### src/rtl/mem_stage_lsu_pkg.sv
// Shared definitions for the MEM-stage load/store unit: MemOp codes, FSM state
// encoding, access-size decode and default widths.
package mem_stage_lsu_pkg;

    localparam int LSU_DATA_WIDTH     = 32;
    localparam int LSU_REG_ADDR_WIDTH = 5;

    localparam logic [2:0] MEMOP_B  = 3'b000;
    localparam logic [2:0] MEMOP_H  = 3'b001;
    localparam logic [2:0] MEMOP_W  = 3'b010;
    localparam logic [2:0] MEMOP_BU = 3'b100;
    localparam logic [2:0] MEMOP_HU = 3'b101;

    typedef enum logic [1:0] {
        LSU_IDLE = 2'd0,
        LSU_REQ  = 2'd1,
        LSU_DONE = 2'd2
    } lsu_state_t;

    typedef enum logic [1:0] {
        SIZE_B,
        SIZE_H,
        SIZE_W
    } access_size_t;

    // Unsigned variants only exist for loads; any unknown code is a word access.
    function automatic access_size_t access_size(input logic [2:0] mem_op, input logic is_store);
        access_size_t size;
        size = SIZE_W;
        if (mem_op == MEMOP_B || (!is_store && mem_op == MEMOP_BU))
            size = SIZE_B;
        else if (mem_op == MEMOP_H || (!is_store && mem_op == MEMOP_HU))
            size = SIZE_H;
        return size;
    endfunction

endpackage

### src/rtl/lsu_lane_align.sv
// Combinational lane logic: byte enables, store-lane replication and load
// extraction with sign/zero extension, all derived from (MemOp, addr[1:0]).
module lsu_lane_align
    import mem_stage_lsu_pkg::*;
#(
    parameter int DATA_WIDTH = LSU_DATA_WIDTH
) (
    input  logic [2:0]            mem_op,
    input  logic                  is_store,
    input  logic [1:0]            addr_lo,
    input  logic [DATA_WIDTH-1:0] store_data,
    input  logic [DATA_WIDTH-1:0] load_word,
    output logic [3:0]            be,
    output logic [DATA_WIDTH-1:0] wdata,
    output logic [DATA_WIDTH-1:0] load_data
);

    access_size_t          size;
    logic [1:0]            lane;
    logic [DATA_WIDTH-1:0] shifted;
    logic                  is_unsigned;

    always_comb begin
        // NOTE: every output gets a default first so no path leaves it unassigned (no latch).
        size        = access_size(mem_op, is_store);
        is_unsigned = mem_op[2];
        lane        = 2'b00;
        be          = 4'b1111;
        wdata       = store_data;
        // Misaligned halves fall back to the half picked by addr[1]; words to lane 0.
        case (size)
            SIZE_B: begin
                lane  = addr_lo;
                be    = 4'b0001 << addr_lo;
                wdata = {(DATA_WIDTH/8){store_data[7:0]}};
            end
            SIZE_H: begin
                lane  = {addr_lo[1], 1'b0};
                be    = 4'b0011 << {addr_lo[1], 1'b0};
                wdata = {(DATA_WIDTH/16){store_data[15:0]}};
            end
            default: ;
        endcase
        shifted   = load_word >> {lane, 3'b000};
        load_data = shifted;
        case (size)
            SIZE_B: load_data = is_unsigned ? {{(DATA_WIDTH-8){1'b0}}, shifted[7:0]}
                                            : {{(DATA_WIDTH-8){shifted[7]}}, shifted[7:0]};
            SIZE_H: load_data = is_unsigned ? {{(DATA_WIDTH-16){1'b0}}, shifted[15:0]}
                                            : {{(DATA_WIDTH-16){shifted[15]}}, shifted[15:0]};
            default: ;
        endcase
    end

endmodule

### src/rtl/mem_stage_lsu.sv
// MEM-stage load/store unit: request/acknowledge bus FSM, stall generation and
// control pass-through. Define LSU_MISALIGN_TRAP_EN to trap misaligned accesses.
module mem_stage_lsu
    import mem_stage_lsu_pkg::*;
#(
    parameter int DATA_WIDTH     = LSU_DATA_WIDTH,
    parameter int REG_ADDR_WIDTH = LSU_REG_ADDR_WIDTH
) (
    input  logic                      clk,
    input  logic                      rst,
    input  logic [DATA_WIDTH-1:0]     I_result,
    input  logic [DATA_WIDTH-1:0]     I_regReadData2,
    input  logic                      I_MemRead,
    input  logic                      I_MemWrite,
    input  logic [2:0]                I_MemOp,
    input  logic [REG_ADDR_WIDTH-1:0] I_writeRegister,
    input  logic                      I_RegWrite,
    input  logic                      I_MemtoReg,
    output logic [DATA_WIDTH-1:0]     O_daddr,
    output logic [DATA_WIDTH-1:0]     O_dwdata,
    output logic [3:0]                O_dbe,
    output logic                      O_dwe,
    output logic                      O_dreq,
    input  logic                      I_dack,
    input  logic [DATA_WIDTH-1:0]     I_drdata,
    output logic [DATA_WIDTH-1:0]     O_loadData,
    output logic [REG_ADDR_WIDTH-1:0] O_writeRegister,
    output logic                      O_RegWrite,
    output logic                      O_MemtoReg,
    output logic                      O_stall
`ifdef LSU_MISALIGN_TRAP_EN
    ,
    output logic                      O_misalign
`endif
);

    lsu_state_t            state, state_next;
    logic                  access;
    logic                  fault;
    logic [2:0]            op_q;
    logic [1:0]            lo_q;
    logic                  in_idle;
    logic [3:0]            align_be;
    logic [DATA_WIDTH-1:0] align_wdata;
    logic [DATA_WIDTH-1:0] align_load;

    assign access  = I_MemRead | I_MemWrite;
    assign in_idle = (state == LSU_IDLE);

    // One aligner serves both directions: live inputs while idle, the latched access afterwards.
    lsu_lane_align #(.DATA_WIDTH(DATA_WIDTH)) u_align (
        .mem_op     (in_idle ? I_MemOp : op_q),
        .is_store   (in_idle ? !I_MemRead : O_dwe),
        .addr_lo    (in_idle ? I_result[1:0] : lo_q),
        .store_data (I_regReadData2),
        .load_word  (I_drdata),
        .be         (align_be),
        .wdata      (align_wdata),
        .load_data  (align_load)
    );

    always_comb begin
        state_next = state;
        case (state)
            LSU_IDLE: if (access) state_next = fault ? LSU_DONE : LSU_REQ;
            LSU_REQ:  if (I_dack) state_next = LSU_DONE;
            LSU_DONE: state_next = LSU_IDLE;
            default:  state_next = LSU_IDLE;
        endcase
    end

    assign O_dreq  = (state == LSU_REQ);
    assign O_stall = access && (state != LSU_DONE);

    always_ff @(posedge clk or negedge rst) begin
        // NOTE: bus and result registers are reset so the bus sees a known-quiet interface after reset.
        if (!rst) begin
            state      <= LSU_IDLE;
            O_daddr    <= '0;
            O_dwdata   <= '0;
            O_dbe      <= '0;
            O_dwe      <= 1'b0;
            O_loadData <= '0;
            op_q       <= '0;
            lo_q       <= '0;
        end else begin
            // NOTE: non-blocking assignments keep every register sampling pre-edge values.
            state <= state_next;
            if (in_idle && access && !fault) begin
                O_daddr  <= {I_result[DATA_WIDTH-1:2], 2'b00};
                O_dwdata <= align_wdata;
                O_dbe    <= align_be;
                O_dwe    <= !I_MemRead;
                op_q     <= I_MemOp;
                lo_q     <= I_result[1:0];
            end
            if (state == LSU_REQ && I_dack && !O_dwe)
                O_loadData <= align_load;
        end
    end

    assign O_writeRegister = I_writeRegister;
    assign O_MemtoReg      = I_MemtoReg;

`ifdef LSU_MISALIGN_TRAP_EN
    access_size_t req_size;
    logic         misalign_q;

    assign req_size = access_size(I_MemOp, !I_MemRead);
    assign fault    = access && ((req_size == SIZE_H && I_result[0]) ||
                                 (req_size == SIZE_W && I_result[1:0] != 2'b00));

    always_ff @(posedge clk or negedge rst) begin
        if (!rst) misalign_q <= 1'b0;
        else      misalign_q <= in_idle && fault;
    end

    assign O_misalign = misalign_q;
    // The trapped instruction must not write back while it sits in EX/MEM.
    assign O_RegWrite = I_RegWrite && !(fault || misalign_q);
`else
    assign fault      = 1'b0;
    assign O_RegWrite = I_RegWrite;
`endif

endmodule

### config.mk
export PLATFORM = sky130hd
export DESIGN_NAME = mem_stage_lsu
export DESIGN_NICKNAME = d
export VERILOG_FILES = /design/src/rtl/mem_stage_lsu_pkg.sv /design/src/rtl/lsu_lane_align.sv /design/src/rtl/mem_stage_lsu.sv
export SDC_FILE = /design/constraint.sdc
export NUM_CORES = 1
export LEC_CHECK = 0
export ABC_AREA = 1
export BUFFER_PORTS_ARGS = -buffer_cell sky130_fd_sc_hd__buf_2
export CORE_ASPECT_RATIO = 0.5
export CORE_MARGIN = 2
export CORE_UTILIZATION = 54
export CTS_BUF_LIST = sky130_fd_sc_hd__clkbuf_4
export DETAILED_ROUTE_END_ITERATION = 8
export GPL_ROUTABILITY_DRIVEN = 0
export HOLD_SLACK_MARGIN = 0.08
export PLACE_DENSITY = 0.95
export REMOVE_ABC_BUFFERS = 1
export SLEW_MARGIN = 40
export SYNTH_ARGS = -nofsm -noshare
export SYNTH_HDL_FRONTEND = slang
export SYNTH_SLANG_ARGS = --single-unit
### constraint.sdc
create_clock -name clk -period 4.1 [get_ports clk]
set_input_delay 1.025 -clock clk [delete_from_list [all_inputs] [get_ports clk]]
set_output_delay 1.025 -clock clk [all_outputs]
set_load 0.01 [all_outputs]
==> impl_metrics.tcl <==
set metrics [dict create \
    outcome "finished, final reports clean" \
    clock_path_buffers 2 \
    routedWlPerCell_um 14.23 \
    synth_warnings 0 \
    avgSynthCellArea_um2 7.657 \
    rrSetupSlack_ns 1.01 \
    wl_mm 14.26 \
    worstPathArrival_ns 3.50 \
    power.leakage_nw 3.560 \
    slew-limit-headroom_pct 49.09 \
    drc 0 \
    synthSimpleGateAreaFrac_pct 30.44 \
    post-dp-hpwl_mm 9.991 \
    drt_first_pass_iters 7 \
    clkSinkCount 106 \
    io_pins 221 \
    synth_seq_cells 106 \
    r2r_end "O_loadData[23]" \
    areaGrowthSynthToFinish_pct 22.11 \
    layoutNonFillerInstCount 1002 \
    netlist_area_um2 5245 \
    timing.rr.start "state[0]" \
    hold_violations 0 \
    muxShareOfSynthArea_pct 0 \
    startpoint "state[0]" \
    cts.repair.resized 0 \
    dieWidth_um 143.4 \
    tightest_slew_ns 0.7636 \
    cp-endpoint "O_loadData[23]" \
    cts_setup_buffers 0 \
    vias 5179 \
    via_per_inst 5.169 \
    core.rowCount 25 \
    cts_hold_buf 0 \
    crit_type "flop to flop" \
    synth_xor_area_share_pct 0 \
    finalNetCount 973 \
    async_flop_share_pct 100.0 \
    post-route-min-period_ns 3.092 \
    ys_types 26 \
    synth-seq-area-share_pct 50.57 \
    synth_top_cell_by_area "dfrtp_1" \
    ir_drop_mv 0.3851 \
    ys.flop_type "dfrtp_1" \
    cap_violations 0 \
    antenna_cells 0 \
    grt_pass1_wl_mm 22.14 \
    start_kind "flop" \
    finalCritPeriodShare_pct 75.41 \
    grt_max_degree 91 \
    setup_tns_ns 0 \
    r2r.worst_path.cells 14 \
    cts_buffers 9 \
    drtIter0Drc 387 \
    gr-total-overflow 0 \
    yosysTopAreaCellShare_pct 50.57 \
    cp-end-kind "flop" \
    rsz0062_at_grt "false" \
    core-area_um2 9447 \
    grt_pass1_vias 4847 \
    antenna_found_initial 0 \
    finalSetupViolCount 0 \
    min_path_type "flop to flop" \
    worst_clock_skew_ns 0.01411 \
    grt_use_total_pct 26.61 \
    die-area_um2 10570 \
    synth_most_common_cell "nand2_1" \
    synth_edf_count 0 \
    slew_violations 0 \
    yosys-top-cells-count "nand2_1 (233), dfrtp_1 (106), inv_1 (64)" \
    synth_top_family_by_area "simple AND/OR/NAND/NOR gates" \
    fmax_mhz 323.4 \
    synth_compound_area_share_pct 9.900 \
    postSynthCellCount 685 \
    clk_latency_ns 0.47 \
    worstPathRequired_ns 4.51 \
    ant_nets 0 \
    placedCellCount 986 \
    post_route_cells_drive_above_1_share_pct 30.22 \
    htree_levels 3 \
    initial_utilization_pct 55.52 \
    root_buffer "clkbuf_4" \
    power_density_nw_per_um2 816.9 \
    synthAdderAreaFrac_pct 0 \
    portBuffers 204 \
    cts_tree "yes" \
    cp_max_fo 19 \
    post_synth_main_area_contributors "dfrtp_1 (51%), nand2_1 (17%), nand3_1 (5.0%)" \
    clk_pin_slew_worst_paths_ns 0.16 \
    die_h_um 73.69 \
]
==> final cells by class <==
cell class                 instances  area, um^2
sequential                       106        2653
clock buffer                       9       67.56
clock inverter                     7       58.81
inverter                          65       245.2
multi-input combinational        470        2137
fill                             817        3042
tap                              135       168.9
timing repair buffer             210        1075
==> power breakdown <==
part / internal, mW / total [mW] / switching (mW)
registers: 1.57 / 1.86 / 0.288
logic: 1.02 / 2.88 / 1.85
clock network: 0.136 / 0.500 / 0.364
total: 2.73 / 5.23 / 2.50
==> kinds of logic after synthesis <==
group                  count (synthesis)
other                                  1
AOI/OAI and AO/OA                     96
and+or+nand+nor                      372
DFF                                  106
buffers and inverters                110
==> critical path, stage by stage (launching register included) <==
cell     delay [ns]
dfrtp_1        0.43
inv_1          0.17
nand2_2        0.15
nand2_1        0.09
nand2_1        0.09
nand2_2        0.24
nand3_4        0.29
nor2_2         0.49
buf_4          0.31
nand2_1        0.09
nand3_2        0.08
nand3_2        0.29
nand3_1        0.21
nand2_1        0.06
inv_1          0.05
==> through the flow <==
stage	area, um^2	setup slack (ns)	hold WS [ns]	power [mW]	util (%)
floorplan	5020	-1.487	0.4422	3.657	-
global placement	6271	0.7741	0.4481	4.607	66.38
detailed placement	6275	0.6585	0.4532	4.742	66.42
CTS	6401	1.035	0.4912	5.246	67.76
global route	6405	0.7165	0.5161	5.695	67.80
finish	6405	1.008	0.4885	5.232	67.80
==> worst min path at each step <==
stage | endpoint | slack, ns | depth (start not counted) | start
3_3_place_gp | O_daddr[13] | 0.45 | 2 | O_daddr[13]
3_5_place_dp | O_dwdata[5] | 0.45 | 2 | O_dwdata[5]
6_report | O_dwdata[5] | 0.49 | 2 | O_dwdata[5]
4_1_cts | O_dwdata[5] | 0.49 | 2 | O_dwdata[5]
2_1_floorplan | op_q[2] | 0.44 | 2 | op_q[2]
5_1_grt | O_daddr[13] | 0.52 | 2 | O_daddr[13]
==> flip-flops by register name, indices dropped and copies added, names as in the netlist <==
register and cells:
O_dwdata 32, O_loadData 32, O_daddr 30, O_dbe 4, op_q 3, lo_q 2
state 2, O_dwe 1
==> per-layer routing <==
layer  up-vias  global-route usage [%]  share of wire, %
li1       2507                       -                 -
met1      2387                   32.98                43
met2       245                   45.66                48
met3        40                   6.519               6.9
met4         0                   10.57               2.7
met5         -                       0                 0
==> cell usage in the layout, fill, tap and decap left out, drive strengths merged <==
cell type	netlist	layout
clkbuf	25	10
nand4	2	2
clkinv	0	4
dfrtp	106	106
a21oi	36	36
o21a	1	1
or2	19	19
conb	1	2
o211ai	1	1
a31oi	21	21
nand2	236	236
nor4	1	1
nor3	2	2
inv	65	68
nand3	58	58
o21ai	37	37
buf	20	209
nor2	54	54
No activity file was read; power rests on OpenSTA's default activity.
